## src/rtl/alu_core.sv

```systemverilog
// Registered 32-bit integer ALU for the EX stage: one-cycle latency, valid-qualified output.
// Define ALU_FLAGS_EN to add registered Carry/Overflow/Negative outputs.
module alu_core #(
    parameter int unsigned WIDTH   = 32,
    parameter int unsigned SHAMT_W = 5
) (
    input  logic             clk,
    input  logic             reset,
    input  logic             in_valid,
    input  logic [3:0]       Operation,
    input  logic [WIDTH-1:0] SrcA,
    input  logic [WIDTH-1:0] SrcB,
    output logic [WIDTH-1:0] ALUResult,
    output logic             Zero,
    output logic             out_valid
`ifdef ALU_FLAGS_EN
    ,
    output logic             Carry,
    output logic             Overflow,
    output logic             Negative
`endif
);

    localparam logic [3:0] OpAnd  = 4'b0000;
    localparam logic [3:0] OpOr   = 4'b0001;
    localparam logic [3:0] OpAdd  = 4'b0010;
    localparam logic [3:0] OpXor  = 4'b0011;
    localparam logic [3:0] OpSub  = 4'b0110;
    localparam logic [3:0] OpSll  = 4'b0111;
    localparam logic [3:0] OpSrl  = 4'b1000;
    localparam logic [3:0] OpSlt  = 4'b1001;
    localparam logic [3:0] OpSltu = 4'b1010;
    localparam logic [3:0] OpSra  = 4'b1011;

    logic [SHAMT_W-1:0] shamt;
    logic [WIDTH-1:0]   result;
    logic               slt_bit;
    logic               sltu_bit;

    assign shamt    = SrcB[SHAMT_W-1:0];
    assign slt_bit  = $signed(SrcA) < $signed(SrcB);
    assign sltu_bit = SrcA < SrcB;

    // Undefined opcodes yield 0 so downstream sees Zero=1.
    always_comb begin
        result = '0;
        case (Operation)
            OpAnd:   result = SrcA & SrcB;
            OpOr:    result = SrcA | SrcB;
            OpAdd:   result = SrcA + SrcB;
            OpXor:   result = SrcA ^ SrcB;
            OpSub:   result = SrcA - SrcB;
            OpSll:   result = SrcA << shamt;
            OpSrl:   result = SrcA >> shamt;
            OpSlt:   result = {{(WIDTH-1){1'b0}}, slt_bit};
            OpSltu:  result = {{(WIDTH-1){1'b0}}, sltu_bit};
            OpSra:   result = $unsigned($signed(SrcA) >>> shamt);
            default: result = '0;
        endcase
    end

    always_ff @(posedge clk or negedge reset) begin
        if (!reset) begin
            ALUResult <= '0;
            Zero      <= 1'b0;
            out_valid <= 1'b0;
        end else begin
            out_valid <= in_valid;
            if (in_valid) begin
                ALUResult <= result;
                Zero      <= (result == '0);
            end
        end
    end

`ifdef ALU_FLAGS_EN
    logic [WIDTH:0] add_ext;
    logic [WIDTH:0] sub_ext;
    logic           carry_d;
    logic           overflow_d;

    assign add_ext = {1'b0, SrcA} + {1'b0, SrcB};
    assign sub_ext = {1'b0, SrcA} - {1'b0, SrcB};

    // For SUB, carry is the inverted borrow (1 when A >= B unsigned).
    always_comb begin
        carry_d    = 1'b0;
        overflow_d = 1'b0;
        case (Operation)
            OpAdd: begin
                carry_d    = add_ext[WIDTH];
                overflow_d = (SrcA[WIDTH-1] == SrcB[WIDTH-1]) &&
                             (add_ext[WIDTH-1] != SrcA[WIDTH-1]);
            end
            OpSub: begin
                carry_d    = ~sub_ext[WIDTH];
                overflow_d = (SrcA[WIDTH-1] != SrcB[WIDTH-1]) &&
                             (sub_ext[WIDTH-1] != SrcA[WIDTH-1]);
            end
            default: begin
                carry_d    = 1'b0;
                overflow_d = 1'b0;
            end
        endcase
    end

    always_ff @(posedge clk or negedge reset) begin
        if (!reset) begin
            Carry    <= 1'b0;
            Overflow <= 1'b0;
            Negative <= 1'b0;
        end else if (in_valid) begin
            Carry    <= carry_d;
            Overflow <= overflow_d;
            Negative <= result[WIDTH-1];
        end
    end
`endif

endmodule

```

## config.mk

```make
export PLATFORM = sky130hd
export DESIGN_NAME = alu_core
export DESIGN_NICKNAME = d
export VERILOG_FILES = /design/src/rtl/alu_core.sv
export SDC_FILE = /design/constraint.sdc
export NUM_CORES = 1
export LEC_CHECK = 0
export BUFFER_PORTS_ARGS = -buffer_cell sky130_fd_sc_hd__clkbuf_2
export CAP_MARGIN = 10
export CORE_AREA = 2 2 145 147
export CTS_CLUSTER_SIZE = 12
export DETAILED_ROUTE_END_ITERATION = 10
export DIE_AREA = 0 0 147 149
export GPL_ROUTABILITY_DRIVEN = 0
export GPL_TIMING_DRIVEN = 0
export HOLD_SLACK_MARGIN = 0.12
export PLACE_DENSITY = 0.85
export SYNTH_ARGS = -nofsm -noshare
export SYNTH_HDL_FRONTEND = slang
export SYNTH_SLANG_ARGS = --single-unit
```

## constraint.sdc

```tcl
create_clock -name clk -period 0.85 [get_ports clk]
set_clock_uncertainty 0.1 [all_clocks]
set_input_delay 0.0425 -clock clk [delete_from_list [all_inputs] [get_ports clk]]
set_output_delay 0.0425 -clock clk [all_outputs]
set_load 0.005 [all_outputs]
```

==> results of run 1 <==
[kinds of logic after synthesis]
family	count (synthesis)	share of synthesized area, %
AO/OA/AOI/OAI	515	31.2
AND/OR/NAND/NOR	498	21.0
buffers and inverters	238	8.96
multiplexers	137	18.1
adder cells (fa/ha/maj)	104	11.7
flip-flops	34	7.58
XOR/XNOR	17	1.33
[synthesized netlist by cell type (17+ instances only)]
| cell type | n |
|---|---|
| o211ai_1 | 33 |
| dfrtp_1 | 34 |
| inv_1 | 107 |
| a31oi_1 | 22 |
| o21a_1 | 17 |
| a211oi_1 | 38 |
| nor3_1 | 30 |
| nor2_1 | 160 |
| mux2i_1 | 53 |
| o221ai_1 | 20 |
| nand2_1 | 143 |
| a21oi_1 | 125 |
| mux2_2 | 34 |
| nand4_1 | 20 |
| o31ai_1 | 18 |
| ha_1 | 102 |
| mux4_2 | 48 |
| o21ai_0 | 75 |
| o22ai_1 | 32 |
| nand3_1 | 38 |
| buf_2 | 27 |
| clkbuf_1 | 72 |
| nor2b_1 | 19 |
[through the flow]
stage	cell area (sq um)	TNS [ns]	setup WS [ns]	hold WS (ns)	utilization (%)
floorplan	11600	-58.75	-2.52	-0.353	-
global placement	12500	-90.33	-3.87	0.0634	60.8
detailed placement	12500	-89.79	-3.92	0.0669	60.9
CTS	14500	-64.04	-2.66	-0.216	70.7
[routing by layer]
| layer | global-route usage [%] | GRT overflow |
|---|---|---|
| met5 | 42.3 | 0 |
| met4 | 71.7 | 7 |
| met3 | 66.2 | 1 |
| met2 | 86.3 | 6 |
| met1 | 71.1 | 1 |
[timing repair]
action,4_1_cts
endpoints found under the setup margin,67
hold buffers,1
pin swaps,78
hold endpoints to repair,35
setup buffers,88
resized for setup,264
==> results.py, run 1 <==
metrics = {
    "synthesis": {
        "synth_largest_area_cell": "ha_1",
        "synth.top_cells.by_area": "ha_1 (11%), mux4_2 (9.6%), dfrtp_1 (7.6%)",
        "synth_cell_type_count": 87,
        "synthesis.area_per_instance_sq_um": 7.27,
        "synth-async-reset-ratio_pct": 100,
        "synth_top_flop_cell": "dfrtp_1",
        "ys_ff_latch": 34,
        "synth-edff-count": 0,
        "yosys_warnings": 0,
        "synthDominantCellAreaShare_pct": 11.4,
        "synthesized_nets": 1718,
        "netlist_area_sq_um": 11200,
        "cells_after_synth": 1543,
        "synth.yosys.seq_area_share_pct": 7.58,
    },
    "status": {
        "tool.error": "[ERROR GRT-0232] Routing congestion too high. Check the congestion heatmap in the GUI.",
        "stage_at_which_the_flow_ended": "global routing",
        "run_status": "did not finish",
    },
    "die": {
        "chipWidth_microns": 147,
        "floorplan.die.height_microns": 149,
        "num_ports": 105,
        "start_util_pct": 54.6,
        "fp-row-count": 53,
    },
    "global_route": {
        "globalRouteOverflowTotal": 15,
        "grt_start_max_net_pins": 35,
        "grt_use_total_pct": 73.5,
    },
    "sta": {
        "grt_worst_setup_endpoint": "Zero$_DFFE_PN0P_/D",
        "worst_path_end_type": "register input",
    },
    "clock_network": {
        "clock-sinks": 34,
        "numCtsBuffers": 5,
        "clock_tree.root_cell": "clkbuf_16",
        "ctsLongestPathBuffers": 2,
        "cts.htree.levels": 2,
    },
    "placed_design": {
        "final_hpwl_dp_microns": 40900,
        "dpl.cell_count": 1924,
        "io_buffer_count": 104,
    },
}
==> run 2: changes to the inputs <==
- CORE_AREA: 2 2 145 147 -> 2 2 171 173
- CTS_CLUSTER_SIZE: 12 -> not set
- DIE_AREA: 0 0 147 149 -> 0 0 173 175
- HOLD_SLACK_MARGIN: 0.12 -> not set
- PLACE_DENSITY: 0.85 -> not set
- PLACE_DENSITY_LB_ADDON: not set -> 0.15
- clock period: 0.85 -> 1.1 ns (I/O delays scaled with it)
==> results.py, run 2 <==
metrics = {
    "status": {
        "run_status": "complete, but fails checks",
        "violated_checks": "design-rule violations, negative hold slack, negative setup slack",
    },
    "clock_network": {
        "tritoncts": "done",
        "clock-sinks": 34,
        "ctsLongestPathBuffers": 2,
        "clock_tree.root_cell": "clkbuf_16",
        "insertion_delay_ns": 0.28,
        "cts.htree.levels": 2,
        "postCtsHoldBufs": 1,
        "numCtsBuffers": 5,
        "cts.reportedPaths.clkPinSlew_ns": 0.05,
    },
    "synthesis": {
        "synth_largest_area_cell": "ha_1",
        "ys_top_cells_by_count": "nor2_1 (160), nand2_1 (143), a21oi_1 (125)",
        "ys_ff_latch": 34,
        "synthesized_nets": 1718,
        "synthesis.area_per_instance_sq_um": 7.27,
        "synth.yosys.seq_area_share_pct": 7.58,
        "synth-async-reset-ratio_pct": 100,
        "synth.most_common_cell": "nor2_1",
        "yosys_warnings": 0,
        "synthDominantCellAreaShare_pct": 11.4,
        "netlist_area_sq_um": 11200,
        "synth_cell_type_count": 87,
        "synth.top_cells.by_area": "ha_1 (11%), mux4_2 (9.6%), dfrtp_1 (7.6%)",
        "cells_after_synth": 1543,
        "synth-edff-count": 0,
        "synth_top_flop_cell": "dfrtp_1",
    },
    "global_route": {
        "global_routing_s_busiest_layer": "met2",
        "grt_pass1_wl_microns": 89200,
        "grt.met2_usage_pct": 55.9,
        "grt_pass1_vias": 14100,
        "grt_start_max_net_pins": 35,
        "grt_use_total_pct": 38.4,
        "globalRouteOverflowTotal": 0,
        "gr-usage-met1_pct": 49.8,
        "grtUsageMet3_pct": 11.3,
        "antenna_violations_before_repair": 0,
    },
    "layout": {
        "largest_reg_flops": 32,
        "largestRegisters": "ALUResult: 32 flops, Zero: 1 flops, out_valid: 1 flops",
        "share_of_post_route_cells_with_drive_strength_above_1_pct": 35.2,
        "final.fill_count": 2742,
        "antennaDiodeCount": 0,
        "areaGrowthSynthToFinish_pct": 37.9,
        "final_net_count": 1938,
        "most-common-layout-cells": "nor2_1 (146), nand2_1 (138), clkbuf_2 (107), inv_1 (98), buf_4 (93)",
        "mostFrequentLayoutCell": "nor2_1",
        "core_util_final_pct": 54.5,
        "max_flop_register": "ALUResult",
    },
    "sta": {
        "worst_slew_margin_rel_pct": 23.5,
        "finalSetupViolCount": 33,
        "fmax_mhz": 270,
        "setup_ws_ns": -2.60,
        "post-route-period-util_pct": 337,
        "timing_worst_slew_pin_value_ns": 1.13,
        "hold_violations": 34,
        "drv_slew": 0,
        "period_minus_slack_ns": 3.70,
        "unrepaired_setup_endpoints_after_global_routing": "true",
        "whs_ns": -0.226,
    },
    "worst_setup_path": {
        "timing.critical_path.required_ns": 1.22,
        "timing.rr.start": "Zero",
        "start_kind": "primary input",
        "critical_path_endpoint_category": "flip-flop",
        "critPathMaxFanout": 9,
        "setup.worst_path.class": "in -> reg",
        "critPathLaunch": "SrcA[19]",
        "regToRegSetupSlack_ns": 0.15,
        "worstPathArrival_ns": 3.82,
    },
    "die": {
        "coreArea_sq_um": 28400,
        "chipWidth_microns": 173,
        "fp-row-count": 62,
        "floorplan.die.height_microns": 175,
        "area_of_the_die_sq_um": 30300,
        "num_ports": 105,
        "start_util_pct": 39.5,
    },
    "power_and_ir_drop": {
        "power-per-cell-area_nw_per_um2": 730,
        "total_leakage_power_nw": 6.38,
        "fin_total_pwr_mw": 11.3,
        "ir_worst_vdd_mv": 0.623,
    },
    "detailed_routing": {
        "routed_wl_microns": 60400,
        "dr.first_iter.drc_count": 2361,
        "drt_drc_violations_left": 17,
        "vias_per_cell": 6.93,
        "drt_first_pass_iters": 11,
        "vias": 14900,
        "drtAntennaViolNets": 0,
        "post_drt_wl_per_cell_microns": 28.2,
    },
    "placed_design": {
        "dp_slack_ns": -3.81,
        "io_buffer_count": 104,
        "final_hpwl_dp_microns": 46000,
    },
    "hold_path": {
        "hp_class": "in -> async",
    },
    "flow_run": {
        "drv_cap": 0,
    },
}
## run 2: cell counts after synthesis
No cell type changed its count.
## run 2: final timing paths
kind                                 end  cells past startpoint
max reg2reg                         Zero                      2
min                        ALUResult[29]                      1
max in group asynchronous  ALUResult[12]                      1
max                                 Zero                     13
min in group clk               out_valid                      2
min reg2reg                 ALUResult[1]                      1
## run 2: routing by layer
| metal | wire, microns | up-vias |
|---|---|---|
| met5 | 0 | - |
| met4 | 5110 | 0 |
| met3 | 8360 | 327 |
| met2 | 24400 | 1307 |
| met1 | 22600 | 7001 |
| li1 | - | 6233 |
## run 2: report_power, final
group          switching, mW  leakage (nW)  internal [mW]
Sequential            0.0971         0.407           1.43
Combinational           5.07          5.91           3.37
Clock                  0.514        0.0640          0.828
## run 2: cell families after synthesis
family                     share of synthesized area, %
and+or+nand+nor                                    21.0
buffers and inverters                              8.96
DFF                                                7.58
xor gates and xnor gates                           1.33
muxes                                              18.1
AOI/OAI and AO/OA                                  31.2
adders and majority gates                          11.7
## run 2: stage by stage
stage / hold slack, ns / instances / TNS, ns / instance area [sq um]
floorplan: -0.341 / 1543 / -50.91 / 11600
CTS: -0.193 / 2118 / -55.77 / 14800
finish: -0.226 / 2147 / -57.65 / 15500
global placement: 0.0780 / 2031 / -89.81 / 12600
detailed placement: 0.0807 / 2034 / -85.52 / 12700
global route: -0.158 / 2147 / -58.99 / 15500
## run 2: layout make-up
class	instances	area, sq um	area share, %
multi-input cells	1271	10900	70.5
repair buffers	219	1600	10.3
plain buffers	122	1050	6.78
flip-flops and latches	34	851	5.50
well taps	384	480	3.10
inverters	110	455	2.94
clock buffers	7	133	0.857
## run 2: timing repair
item	CTS	global route
pin swaps	82	47
setup buffers	81	32
resized for setup	310	134
endpoints found under the hold margin	35	34
endpoints found under the setup margin	33	33
## run 2: worst max-delay path: stages
cell and delay [ns]:
clkbuf_2 0.26, inv_1 0.18, ha_2 0.41, nor2_1 0.49
and3_4 0.32, nand4_1 0.23, a31o_2 0.33, a311oi_4 0.32
o21a_1 0.17, nand4_1 0.12, or4_4 0.47, nor4_4 0.26
a41o_1 0.19
(Power assumes the default switching activity.)
